## src/rtl/vga_timing_gen.sv

```systemverilog
// VGA raster timing generator: h/v counters, polarity-configurable syncs,
// display enable, line/frame strobes and a scaled window framebuffer address.
`timescale 1ns/1ps

module vga_timing_gen #(
  parameter int   H_ACTIVE   = 640,
  parameter int   H_FP       = 16,
  parameter int   H_SYNC     = 96,
  parameter int   H_BP       = 48,
  parameter int   V_ACTIVE   = 480,
  parameter int   V_FP       = 10,
  parameter int   V_SYNC     = 2,
  parameter int   V_BP       = 33,
  parameter logic HSYNC_POL  = 1'b0,
  parameter logic VSYNC_POL  = 1'b0,
  parameter int   WIN_X      = 256,
  parameter int   WIN_Y      = 112,
  parameter int   WIN_W      = 16,
  parameter int   WIN_H      = 32,
  parameter int   SCALE_LOG2 = 3,
  parameter int   ADDR_W     = $clog2(WIN_W * WIN_H),
  localparam int  H_TOTAL    = H_ACTIVE + H_FP + H_SYNC + H_BP,
  localparam int  V_TOTAL    = V_ACTIVE + V_FP + V_SYNC + V_BP,
  localparam int  HW         = $clog2(H_TOTAL),
  localparam int  VW         = $clog2(V_TOTAL)
) (
  input  logic              clk,
  input  logic              rst,
  input  logic              pix_en,
  output logic [HW-1:0]     hcnt,
  output logic [VW-1:0]     vcnt,
  output logic              hsync,
  output logic              vsync,
  output logic              de,
  output logic              win_active,
  output logic [ADDR_W-1:0] addr,
  output logic              line_start,
  output logic              frame_start
);

  localparam int X_SPAN_I = WIN_W << SCALE_LOG2;
  localparam int Y_SPAN_I = WIN_H << SCALE_LOG2;

  if (H_FP < 1 || H_SYNC < 1 || H_BP < 1 || V_FP < 1 || V_SYNC < 1 || V_BP < 1) begin : g_bad_porch
    $error("vga_timing_gen: porch and sync widths must be non-zero");
  end
  if (WIN_X + X_SPAN_I > H_ACTIVE || WIN_Y + Y_SPAN_I > V_ACTIVE) begin : g_bad_window
    $error("vga_timing_gen: window exceeds the active area");
  end

  localparam logic [HW-1:0] H_LAST = HW'(H_TOTAL - 1);
  localparam logic [VW-1:0] V_LAST = VW'(V_TOTAL - 1);
  localparam logic [HW-1:0] H_ACT  = HW'(H_ACTIVE);
  localparam logic [VW-1:0] V_ACT  = VW'(V_ACTIVE);
  localparam logic [HW-1:0] HS_LO  = HW'(H_ACTIVE + H_FP);
  localparam logic [HW-1:0] HS_HI  = HW'(H_ACTIVE + H_FP + H_SYNC);
  localparam logic [VW-1:0] VS_LO  = VW'(V_ACTIVE + V_FP);
  localparam logic [VW-1:0] VS_HI  = VW'(V_ACTIVE + V_FP + V_SYNC);
  localparam logic [HW-1:0] WX_LO  = HW'(WIN_X);
  localparam logic [VW-1:0] WY_LO  = VW'(WIN_Y);
  localparam logic [HW-1:0] X_SPAN = HW'(X_SPAN_I);
  localparam logic [VW-1:0] Y_SPAN = VW'(Y_SPAN_I);
  localparam logic [ADDR_W-1:0] WIN_W_A = ADDR_W'(WIN_W);

  // Internal raster position, one pixel tick ahead of the registered outputs.
  logic [HW-1:0] h;
  logic [VW-1:0] v;

  logic [HW:0]       dx;
  logic [VW:0]       dy;
  logic              in_x, in_y;
  logic              hsync_n, vsync_n, de_n, win_n;
  logic [ADDR_W-1:0] cell_x, cell_y, addr_n;

  // The extra MSB of dx/dy is the borrow, i.e. "left of / above the window".
  always_comb begin
    dx      = {1'b0, h} - {1'b0, WX_LO};
    dy      = {1'b0, v} - {1'b0, WY_LO};
    in_x    = !dx[HW] && (dx[HW-1:0] < X_SPAN);
    in_y    = !dy[VW] && (dy[VW-1:0] < Y_SPAN);
    win_n   = in_x && in_y;
    cell_x  = ADDR_W'(dx[HW-1:0] >> SCALE_LOG2);
    cell_y  = ADDR_W'(dy[VW-1:0] >> SCALE_LOG2);
    addr_n  = win_n ? (cell_y * WIN_W_A + cell_x) : '0;
    hsync_n = ((h >= HS_LO) && (h < HS_HI)) ? HSYNC_POL : ~HSYNC_POL;
    vsync_n = ((v >= VS_LO) && (v < VS_HI)) ? VSYNC_POL : ~VSYNC_POL;
    de_n    = (h < H_ACT) && (v < V_ACT);
  end

  always_ff @(posedge clk) begin
    if (rst) begin
      h           <= '0;
      v           <= '0;
      hcnt        <= '0;
      vcnt        <= '0;
      hsync       <= ~HSYNC_POL;
      vsync       <= ~VSYNC_POL;
      de          <= 1'b0;
      win_active  <= 1'b0;
      addr        <= '0;
      line_start  <= 1'b0;
      frame_start <= 1'b0;
    end else begin
      line_start  <= 1'b0;
      frame_start <= 1'b0;
      if (pix_en) begin
        hcnt        <= h;
        vcnt        <= v;
        hsync       <= hsync_n;
        vsync       <= vsync_n;
        de          <= de_n;
        win_active  <= win_n;
        addr        <= addr_n;
        line_start  <= (h == '0);
        frame_start <= (h == '0) && (v == '0);
        if (h == H_LAST) begin
          h <= '0;
          v <= (v == V_LAST) ? '0 : v + 1'b1;
        end else begin
          h <= h + 1'b1;
        end
      end
    end
  end

endmodule

```

## config.mk

```make
export PLATFORM = sky130hd
export DESIGN_NAME = vga_timing_gen
export DESIGN_NICKNAME = d
export VERILOG_FILES = /design/src/rtl/vga_timing_gen.sv
export SDC_FILE = /design/constraint.sdc
export NUM_CORES = 1
export LEC_CHECK = 0
export CAP_MARGIN = 20
export CORE_MARGIN = 10
export CORE_UTILIZATION = 37
export CTS_BUF_LIST = sky130_fd_sc_hd__clkbuf_8
export CTS_CLUSTER_SIZE = 10
export DETAILED_ROUTE_END_ITERATION = 10
export PLACE_DENSITY_LB_ADDON = 0.25
export SLEW_MARGIN = 15
export SYNTH_ARGS = -nofsm -noshare
export SYNTH_HDL_FRONTEND = slang
export SYNTH_SLANG_ARGS = --single-unit
```

## constraint.sdc

```tcl
create_clock -name clk -period 4.85 [get_ports clk]
set_input_delay 1.2125 -clock clk [delete_from_list [all_inputs] [get_ports clk]]
set_output_delay 1.2125 -clock clk [all_outputs]
set_load 0.02 [all_outputs]
```

=== After elaboration in Yosys (flattened, before gate mapping) ===
Cells that the tools add are included.

* Register bits: 55
* Input port bits: 3
* Output and inout bits: 35
* Word-level logic and storage cells: 45

* Order comparisons: 8
* Equal/unequal tests: 2
* Bitwise gates (word level): 1
* Reduce and logical (&&, ||, !) cells: 13
* Add/sub/neg operators: 5
* Multiplexer cells: 5

{| class="wikitable"
|+ Operator list
! kind !! number
|-
| $lt A10 B9 Y1 const B || 3
|-
| $add A10 B1 Y10 const B || 2
|-
| $eq A10 B10 Y1 const B || 2
|-
| $logic_not A10 Y1 || 2
|-
| $lt A10 B10 Y1 const B || 2
|-
| $mux W10 || 2
|-
| $sub A10 B7 Y11 const B || 1
|-
| $sub A10 B9 Y11 const B || 1
|-
| $ge A10 B10 Y1 const B || 1
|-
| $ge A10 B9 Y1 const B || 1
|-
| $lt A10 B8 Y1 const B || 1
|-
| $add A9 B7 Y9 || 1
|-
| $mux W9 || 1
|-
| $logic_and A1 B1 Y1 || 7
|-
| $logic_not A1 Y1 || 2
|-
| $mux W1 || 2
|-
| $reduce_and A2 Y1 || 1
|-
| $reduce_or A2 Y1 || 1
|-
| $not A1 Y1 || 1
|}

=== Depth between registers and ports, before layout ===
* Depth in word-level cells: 5
* Mapped depth: 9
* Gate-level depth less buffers: 9

=== Worst setup path after synthesis ===
OpenSTA, ideal clock, no wires.

* Path type: input-to-reg
* From: input port pix_en
* To: register frame_start
* Stages on the path: 5
* Arrival: 2.107 ns
* Library setup time: 0.091 ns
* Path slack: 2.651 ns
* Buffers on the path: 1
* Data required time: 4.759 ns
* Cell sequence: buf_2 -> inv_1 -> nor4_1 -> and3_1 -> nor4bb_1

* Longest elaborated chain between the ends: 2

{| class="wikitable"
|+ Ends and longest elaborated chain
! what !! RTL line !! source
|-
| start, declared || 29 || <nowiki>input logic pix_en,</nowiki>
|-
| $not A1 Y1 (no source line) || -- ||
|-
| $reduce_or A2 Y1 (no source line) || -- ||
|-
| end signal, assigned || 115 || <nowiki>frame_start <= (h == '0) && (v == '0);</nowiki>
|-
| end, declared || 38 || <nowiki>output logic frame_start</nowiki>
|}

Every way passes these cells.
A chain may end at the register's enable or synchronous reset.

==> results by group <==
Outcome
  • Status: complete, no violations

Clock tree
  • CTS resizes: 0
  • CTS tree: yes
  • TritonCTS Buffers: 5
  • Longest Clk Path Bufs: 2
  • CTS root buffer: clkbuf_8
  • Hold_buf cts: 0
  • Post-CTS setup buffer count: 0
  • Clk_lat worst skew: 310 ps
  • Clk sinks: 55
  • H-Tree Depth: 2
  • Clk slew on worst S/H paths: 90 ps

Flow run
  • Max Cap Viol: 0

Timing
  • Max_slew headroom: 49.0%
  • Slew of the pin with the lowest slew margin: 759 ps
  • Final setup vio count: 0
  • Peak Freq: 0.374 GHz
  • Final hold viol count: 0
  • Clock period minus worst slack: 2670 ps
  • Unrepaired setup endpoints after global routing: no
  • Tcrit/Tclk final: 55.1%
  • Clk_skew: 9.39 ps
  • Fin Setup TNS: 0 ps
  • Final Slew Violations: 0

Placed design
  • Placer Congestion: 0.781
  • Port Buf Inserts: 37
  • Detailed placement HPWL: 4.19 mm

Routing
  • DRT Pass-1 Iters: 4
  • Routed Antenna Nets: 0
  • DRT iter0 DRCs: 78
  • Via count: 2,018
  • Routed length per instance: 14.4 um
  • # DRC: 0
  • Routed WL: 5.90 mm
  • Via/cell ratio: 4.92

Logic synthesis
  • Synth Area in Adders: 7.95%
  • Seq/Total Area, Yosys: 42.2%
  • Synth top area share: 42.2%
  • Yosys synthesis warning count: 0
  • Avg Cell Area, Syn: 9.10 sq um
  • Synthesized net count: 306
  • Top cells by area, synth: dfxtp_1 (42%), nor2_1 (7.3%), mux2i_1 (7.3%)
  • Post-synth top flop: dfxtp_1
  • FFs w/ async S/R, synth: 0%
  • XOR/XNOR Fraction of Synth Area: 6.04%
  • Post-synthesis simple-gate area fraction: 22.4%
  • Post-synthesis mux area share: 7.28%
  • Synth cell types: 47
  • Synth Area in Compound Gates: 9.15%
  • Synth area leader: dfxtp_1
  • Post-synth EDFFs: 0
  • Mapped Area: 2610 sq um
  • Largest family of logic cells by synthesized area: simple AND/OR/NAND/NOR gates
  • Synth Register Bits: 55
  • Mapped Cells: 287

GRT
  • First-pass GRT wire length: 9.96 mm
  • Initial antenna violation count: 0
  • Vias in the first global route: 1,918
  • Total Routing Usage GR: 11.0%
  • Grt total ovfl: 0
  • Largest net degree at the start of global routing: 31

Critical path
  • Critical Path AT: 2860 ps
  • CP max FO: 30
  • Critical Path RT: 5030 ps
  • Critical Path Source Type: input pin
  • Crit end category: flip-flop
  • WS Path Type: input pin to flip-flop

Pwr
  • P_int: 0.569 mW
  • Psw: 0.168 mW
  • PwrDens: 238 nW/um^2
  • Sw Share: 22.8%
  • Clock network fraction of design power: 32.2%
  • Sequential share of power: 62.3%
  • Max VDD drop: 0.126 mV
  • Combinational power share: 5.5%
  • P_leak: 1.22 nW

Layout
  • FILL cells: 690
  • Diode count: 0
  • Share of layout cells above drive strength 1: 5.41%
  • FF+latch area: 1100 sq um
  • Commonest cells after routing, fill and taps aside: dfxtp_1 (55), nor2_1 (51), clkdlybuf4s50_1 (36)
  • Final Util: 45.4%
  • Nets: 332
  • Most common cell after layout, fill and taps aside: dfxtp_1
  • Synth-to-Final Area Change: 18.8%
  • Area of the multi-input gates: 1380 sq um

Die
  • Die height: 104 um
  • Initial core utilization: 38.2%
  • I/O pin cnt: 38
  • Core Region: 6830 sq um
  • FP Rows: 30
  • Die width: 104 um
  • Die ar.: 10,800 sq um

Hold path
  • Hold Crit Class: flip-flop to flip-flop
[power groups by stage]
stage | Sequential (mW) | Combinational (mW) | Clock [mW]
detailed placement | 0.470 | 0.0415 | 0
finish | 0.459 | 0.0409 | 0.237
global placement | 0.470 | 0.0412 | 0
floorplan | 0.472 | 0.0252 | 0
CTS | 0.459 | 0.0416 | 0.247
global route | 0.460 | 0.0448 | 0.265
[registers in the layout (all words and copies together) (netlist names)]
name,count
h,10
hcnt,10
v,10
vcnt,10
addr,9
de,1
frame_start,1
hsync,1
line_start,1
vsync,1
win_active,1
[stage by stage]
step / setup WS, ps / area (sq um) / power (mW) / hold WS (ps) / std cells
2_1_floorplan: 2650 / 2610 / 0.498 / 481 / 287
3_3_place_gp: 1870 / 3020 / 0.511 / 451 / 402
3_5_place_dp: 1830 / 3020 / 0.511 / 457 / 402
4_1_cts: 2150 / 3100 / 0.748 / 470 / 410
5_1_grt: 2000 / 3100 / 0.770 / 484 / 410
6_report: 2180 / 3100 / 0.737 / 465 / 410
[cell type report]
type	count	area share (%)
clock buffers	5	2.22
clock inverters	3	0.403
inverters	11	1.33
multi-input cells	201	44.4
flip-flops and latches	55	35.5
well taps	96	3.87
repair buffers	39	12.3
[synthesized netlist by cell type (2+ instances only)]
cell type / n
and3_1: 5
a21oi_1: 10
nand2_1: 18
or3_1: 2
dfxtp_1: 55
nand3_1: 8
and2_1: 2
nand4b_1: 3
buf_1: 3
inv_1: 11
nor3_1: 3
mux2i_1: 19
xor2_1: 11
ha_1: 15
nand2b_1: 3
a31oi_1: 2
nand2_2: 2
buf_2: 9
clkbuf_1: 7
nand4_1: 4
nor2b_1: 4
a41oi_1: 2
a22oi_1: 9
nor2_1: 51
xnor2_1: 7
[path summary, 6_finish.rpt]
kind,startpoint,to,slack (ps),depth (start not counted)
max,rst,v[3],2180,4
max reg2reg,v[4],addr[8],2610,8
min reg2reg,hcnt[2],hcnt[2],470,2
min,hcnt[2],hcnt[2],470,2
[routing by layer]
layer / routed length [um] / GRT usage (%)
met5: 0 / 0
met4: 92 / 4.17
met3: 429 / 3.90
met2: 2520 / 15.9
met1: 2860 / 14.6
[critical path, stage by stage]
cell and delay, ps:
clkdlybuf4s50_1 760, buf_4 390, nand2b_1 350, a311oi_1 140
[cells by family after synthesis]
group | count (synthesis)
and+or+nand+nor | 114
DFF | 55
AOI/OAI and AO/OA | 34
buffers and inverters | 31
muxes | 19
xor gates and xnor gates | 18
adders and majority gates | 16
Power figures use the tool's default switching activity.
